`src/rtl/counter.sv`:
```
// -----------------------------------------------------------------------------
// counter - synchronous binary up/down counter with terminal-count flags.
//
// Counts every clock: up when m=1, down when m=0. At the limits the counter
// either wraps modulo 2^WIDTH (WRAP=1) or holds the limit value (WRAP=0).
//
// Parameters
//   WIDTH       counter width in bits (2..32)
//   WRAP        1 = wrap-around, 0 = saturate at 0 / 2^WIDTH-1
//   RESET_VALUE value loaded on reset
//
// Ports
//   clk      rising-edge clock
//   m        direction select, 1 = up, 0 = down
//   rst      synchronous active-high reset, has priority over counting
//   count    registered count value
//   at_max   high while count == 2^WIDTH-1 (decode of the count register)
//   at_zero  high while count == 0 (decode of the count register)
//   wrap     registered pulse, high in the cycle after the count wrapped or
//            was held against a limit
// -----------------------------------------------------------------------------
module counter #(
  parameter int unsigned      WIDTH       = 4,
  parameter bit               WRAP        = 1'b1,
  parameter logic [WIDTH-1:0] RESET_VALUE = '0
) (
  input  logic             clk,
  input  logic             m,
  input  logic             rst,
  output logic [WIDTH-1:0] count,
  output logic             at_max,
  output logic             at_zero,
  output logic             wrap
);

  localparam logic [WIDTH-1:0] MAX_VALUE = {WIDTH{1'b1}};
  localparam logic [WIDTH-1:0] ONE       = {{(WIDTH-1){1'b0}}, 1'b1};

  logic [WIDTH-1:0] count_reg;
  logic [WIDTH-1:0] count_next;
  logic             wrap_reg;
  logic             wrap_next;
  logic             limit_hit;

  // Flags decode the register directly so they only change after clk.
  assign at_max  = (count_reg == MAX_VALUE);
  assign at_zero = (count_reg == '0);

  always_comb begin
    // A step past the limit in the requested direction is the only event
    // that raises wrap, whether the counter then wraps or saturates.
    limit_hit  = m ? at_max : at_zero;
    count_next = m ? (count_reg + ONE) : (count_reg - ONE);
    if (limit_hit && !WRAP) begin
      count_next = count_reg;
    end
    wrap_next = limit_hit;
  end

  always_ff @(posedge clk) begin
    if (rst) begin
      count_reg <= RESET_VALUE;
      wrap_reg  <= 1'b0;
    end else begin
      count_reg <= count_next;
      wrap_reg  <= wrap_next;
    end
  end

  assign count = count_reg;
  assign wrap  = wrap_reg;

endmodule

```
`config.mk`:
```
export PLATFORM = sky130hd
export DESIGN_NAME = counter
export DESIGN_NICKNAME = d
export VERILOG_FILES = /design/src/rtl/counter.sv
export SDC_FILE = /design/constraint.sdc
export NUM_CORES = 1
export LEC_CHECK = 0
export BUFFER_PORTS_ARGS = -buffer_cell sky130_fd_sc_hd__clkbuf_2
export CORE_AREA = 2 2 39 41
export DETAILED_ROUTE_END_ITERATION = 8
export DIE_AREA = 0 0 41 43
export PLACE_DENSITY = 0.39
export SYNTH_ARGS = -nofsm -noshare
export SYNTH_HDL_FRONTEND = slang
export SYNTH_SLANG_ARGS = --single-unit
```
`constraint.sdc`:
```
create_clock -name clk -period 1.9 [get_ports clk]
set_clock_uncertainty 0.15 [all_clocks]
set_input_delay 0.095 -clock clk [delete_from_list [all_inputs] [get_ports clk]]
set_output_delay 0.095 -clock clk [all_outputs]
set_load 0.005 [all_outputs]
```
==> run metrics, run 1 <==
Mapped Area 255 µm²; Crit Path Class flip-flop to flip-flop; Hold-fix buffers, CTS 2; count of synthesis-stage warnings from yosys 0; area of combinational cells with multiple inputs 151 µm²; Clock Sink Count 5; total vias in the final route 230; leakage dissipation 0.167 nW; area added between synthesis and finish 43.6%; Post-layout nets 46; nature of the critical path startpoint flip-flop; ys async rst share 0%; number of instances resized during post-cts repair 0; Post-Syn Instances 24; via count of the first global-routing pass 211; Post-Place Cell Area 320 µm²; Setup crit end kind flip-flop; die extent in x 41 µm; clock period minus worst slack 1.68 ns; total count of hold-check failures in the final report 0; count of final max-slew check failures 0; remaining routing DRC violations 0; overall die height 43 µm; number of diodes 0; run status complete, no violations; data required time at the worst endpoint 1.93 ns; number of fillers in the final layout 159; total overflow reported by the global router 0; largest buffer count on any clock path 2; global router's overall resource usage 7.34%; Initial Utilization 18.4%; clock tree from TritonCTS yes; number of distinct standard cells referenced by the synthesized netlist 14; total setup buffers inserted after CTS 0; clock transition at the registers of the reported paths 0.04 ns; total wirelength of the detailed-routed design 498 µm; Worst Hold Class primary input to flip-flop; Post-Syn Area per Cell 10.6 µm²; number of enable-type register cells in the synthesized netlist 0; H-tree levels 1; maximum vdd drop 0.306 mV; global-route wire length before repair 821 µm; number of non-filler instances in the completed layout 55; Peak Freq 0.597 GHz; average wire length per cell after detail routing 9.05 µm; cell accounting for the most synthesized area sky130_fd_sc_hd__dfxtp_1; Row Count 14; number of buffers created by CTS 3; post-synth top area share 39.2%; nets in the synthesized netlist 30; buffer type at the clock tree root sky130_fd_sc_hd__clkbuf_4; ANT nets after route 0; drt pass-1 iters 1; worst-path maximum fanout 6; RSZ-0062 raised after global routing no; placed cell count 49; number of setup violations in the final report 0; critical path data arrival time 1.70 ns; share of the yosys chip area belonging to registers 39.2%; most repeated cell in the gate-level netlist after synthesis sky130_fd_sc_hd__dfxtp_1; largest net degree at the start of global routing 7; post-detailed-placement half-perimeter wirelength 426 µm; placeable core region 1380 µm²; I/O Buffers 9; measured slew at the worst slew-check pin 0.276 ns; flops & latches, synth 5; Power per Cell Area 1020 nW/µm²; clock network latency to the later pin of the worst-skew pair 0.23 ns; drt initial violations 0; layout cell share with drive strength beyond 1 38.5%; slew margin rel. 81.6%; Largest register FFs 4; Die Footprint 1760 µm²; total negative slack for setup checks 0 ns; top flip-flop cell by instance count after synthesis sky130_fd_sc_hd__dfxtp_1; post-layout instance area 367 µm²; Final Cycle Share 88.2%; weighted congestion reported at the end of routability-driven placement 0.705; FF/Latch Area 100 µm²; number of violations of the max-capacitance limit 0; Vias/cell 4.18; Top-Level Pins 10; antenna violations before repair 0; top cells by area, synth sky130_fd_sc_hd__dfxtp_1 39%, sky130_fd_sc_hd__ha_1 9.8%, sky130_fd_sc_hd__nor4_4 8.3%
-- routing by layer --
metal | vias to the layer above | global-route usage (%) | wire [µm]
met5 | - | 0 | 0
met4 | 0 | 6.00 | 4
met3 | 2 | 4.71 | 47
met2 | 7 | 9.38 | 230
met1 | 106 | 8.06 | 217
li1 | 115 | - | -
-- area by class of cell --
cell class              instances  area share (%)
well taps                      16            5.46
inverters                       1            1.02
repair buffers                 11            17.7
multi-input cells              18            41.3
clock buffers                   4            7.17
flip-flops and latches          5            27.3
-- path summary, 6_finish.rpt --
path                        from             endpoint  slack (ns)  depth (start not counted)
max          count[0]$_SDFF_PP0_      wrap$_SDFF_PP0_        0.22                          4
min                            m  count[3]$_SDFF_PP0_        0.11                          4
max reg2reg  count[0]$_SDFF_PP0_      wrap$_SDFF_PP0_        0.22                          4
min reg2reg  count[0]$_SDFF_PP0_  count[0]$_SDFF_PP0_        0.38                          1
-- power breakdown --
part           internal (W)  total (W)  switching [W]  leakage [nW]
Combinational     0.0000603   0.000107      0.0000464         0.110
Clock             0.0000791   0.000119      0.0000397        0.0150
Sequential         0.000123   0.000150      0.0000262        0.0415
-- worst max-delay path: stages, from the launching register on --
cell and delay (ns):
sky130_fd_sc_hd__dfxtp_1 0.47, sky130_fd_sc_hd__and4_2 0.29, sky130_fd_sc_hd__nand2_1 0.07, sky130_fd_sc_hd__a21oi_2 0.10, sky130_fd_sc_hd__dlygate4sd3_1 0.54
-- placed cells by master (no fill, tap or decap) --
master,n
sky130_fd_sc_hd__nor2_1,2
sky130_fd_sc_hd__a21oi_1,2
sky130_fd_sc_hd__nor4_4,1
sky130_fd_sc_hd__a21o_1,1
sky130_fd_sc_hd__ha_1,2
sky130_fd_sc_hd__and4_2,1
sky130_fd_sc_hd__fa_1,1
sky130_fd_sc_hd__nor2b_1,1
sky130_fd_sc_hd__clkbuf_1,1
sky130_fd_sc_hd__nand2_1,2
sky130_fd_sc_hd__a21oi_2,1
sky130_fd_sc_hd__clkbuf_2,9
sky130_fd_sc_hd__nand3_1,2
sky130_fd_sc_hd__dlygate4sd3_1,2
sky130_fd_sc_hd__clkbuf_4,3
sky130_fd_sc_hd__dfxtp_1,5
sky130_fd_sc_hd__inv_1,1
sky130_fd_sc_hd__xnor2_1,2
-- logic make-up after synthesis --
| family | synth area share (%) |
|---|---|
| simple gates | 24.5 |
| buf+inv | 1.47 |
| compound gates | 10.3 |
| xor+xnor | 6.86 |
| flops | 39.2 |
| fa+ha+maj | 17.6 |
-- per-stage QoR --
step,worst slack (ns),util (%),power (W),hold WS [ns]
floorplan,0.604,-,0.000216,0.00744
global placement,0.548,23.1,0.000256,0.191
detailed placement,0.542,23.1,0.000255,0.192
CTS,0.203,26.5,0.000385,0.105
global route,0.141,26.5,0.000411,0.139
finish,0.224,26.5,0.000375,0.113
Power figures use the tool's default switching activity.
==> run 2: changes to the inputs <==
==> config.mk (replaced) <==
export PLATFORM = sky130hd
export DESIGN_NAME = counter
export DESIGN_NICKNAME = d
export VERILOG_FILES = /design/src/rtl/counter.sv
export SDC_FILE = /design/constraint.sdc
export NUM_CORES = 1
export LEC_CHECK = 0
export CORE_AREA = 2 2 39 41
export DETAILED_ROUTE_END_ITERATION = 8
export DIE_AREA = 0 0 41 43
export DONT_BUFFER_PORTS = 1
export PLACE_DENSITY = 0.33
export SYNTH_ARGS = -nofsm -noshare
export SYNTH_HDL_FRONTEND = slang
export SYNTH_SLANG_ARGS = --single-unit
==> run metrics, run 2 (synthesis gave the netlist of run 1 again) <==
run status complete, no violations; Cell Int Power 0.000248 W; drt initial violations 1; measured slew at the worst slew-check pin 0.320 ns; H-tree levels 1; post-place setup slack 0.490 ns; proportion of power drawn by the clock network 34.1%; Largest register FFs 4; worst-path maximum fanout 6; largest buffer count on any clock path 2; Final Cycle Share 90.6%; placeable core region 1380 µm²; most common cell after layout, fill and taps aside sky130_fd_sc_hd__dfxtp_1; drt pass-1 iters 2; critical path data arrival time 1.76 ns; data required time at the worst endpoint 1.94 ns; end-of-flow core utilization 24.0%; total wirelength of the detailed-routed design 519 µm; number of setup violations in the final report 0; overall die height 43 µm; clock transition at the registers of the reported paths 0.04 ns; number of diodes 0; Die Footprint 1760 µm²; total negative slack for setup checks 0 ns; combinational share of power 22.5%; largest net degree at the start of global routing 7; total count of hold-check failures in the final report 0; slew margin rel. 78.6%; RSZ-0062 raised after global routing no; leakage dissipation 0.131 nW; clock network latency to the later pin of the worst-skew pair 0.24 ns; global-route wire length before repair 759 µm; global router's overall resource usage 7.65%; Top-Level Pins 10; Power per Cell Area 1080 nW/µm²; Clock Sink Count 5; Sequential Power Share 43.4%; Worst Hold Class primary input to flip-flop; layout cell share with drive strength beyond 1 19.4%; die extent in x 41 µm; count of final max-slew check failures 0; via count of the first global-routing pass 173; Hold-fix buffers, CTS 3; remaining routing DRC violations 0; maximum vdd drop 0.443 mV; total overflow reported by the global router 0; Post-layout nets 38; number of instances resized during post-cts repair 0; antenna violations before repair 0; final total power 0.000358 W; Vias/cell 4.26; area added between synthesis and finish 29.9%; Peak Freq 0.581 GHz; Setup crit end kind flip-flop; number of buffers created by CTS 3; clock period minus worst slack 1.72 ns; Worst Hold Slack 0.163 ns; NetSw 0.000110 W; total setup buffers inserted after CTS 0; number of violations of the max-capacitance limit 0; average wire length per cell after detail routing 11.0 µm; total vias in the final route 200; clock tree from TritonCTS yes; commonest non-fill, non-tap cells in the layout 5 x sky130_fd_sc_hd__dfxtp_1, 3 x sky130_fd_sc_hd__clkbuf_4, 3 x sky130_fd_sc_hd__dlygate4sd3_1; weighted congestion reported at the end of routability-driven placement 0.629; ANT nets after route 0; Worst R2R Path Depth 4; Row Count 14; Worst Hold Depth 3; Crit Path Class flip-flop to flip-flop; Worst Slack Setup Final 0.179 ns; Net Sw Frac 30.7%; buffer type at the clock tree root sky130_fd_sc_hd__clkbuf_4; Initial Utilization 18.4%; I/O Buffers 0; nature of the critical path startpoint flip-flop
-- run 2: path summary, 6_finish.rpt --
kind,start,to,slack (ns)
min,m,count[1]$_SDFF_PP0_,0.16
max reg2reg,count[0]$_SDFF_PP0_,wrap$_SDFF_PP0_,0.18
max,count[0]$_SDFF_PP0_,wrap$_SDFF_PP0_,0.18
min reg2reg,count[0]$_SDFF_PP0_,count[0]$_SDFF_PP0_,0.41
-- run 2: power by group through the flow --
stage	registers, W	clock network, W	logic, W
floorplan	0.000151	0	0.0000650
global placement	0.000159	0	0.0000743
detailed placement	0.000159	0	0.0000738
CTS	0.000157	0.000128	0.0000830
global route	0.000159	0.000141	0.0000901
finish	0.000156	0.000122	0.0000805
-- run 2: critical path, stage by stage, from the launching register on --
cell	delay [ns]
sky130_fd_sc_hd__dfxtp_1	0.50
sky130_fd_sc_hd__and4_2	0.31
sky130_fd_sc_hd__nand2_1	0.07
sky130_fd_sc_hd__a21oi_2	0.10
sky130_fd_sc_hd__dlygate4sd3_1	0.54
-- run 2: cell type report --
type | count | area [µm²]
sequential | 5 | 100
clock buffer | 4 | 26.3
timing repair buffer | 3 | 30.0
fill | 156 | 1050
inverter | 1 | 3.75
tap | 16 | 20.0
multi-input combinational | 18 | 151
-- run 2: routing by layer --
layer	GRT usage (%)	vias to the layer above	share of wire (%)
met5	0	-	0
met4	4.00	0	0.77
met3	9.95	2	12
met2	9.69	9	47
met1	6.47	90	40
li1	-	99	-
-- run 2: stage by stage --
step,instance area [µm²],cells
6_report,332,47
5_1_grt,332,47
4_1_cts,332,47
3_5_place_dp,275,40
3_3_place_gp,275,40
2_1_floorplan,255,24
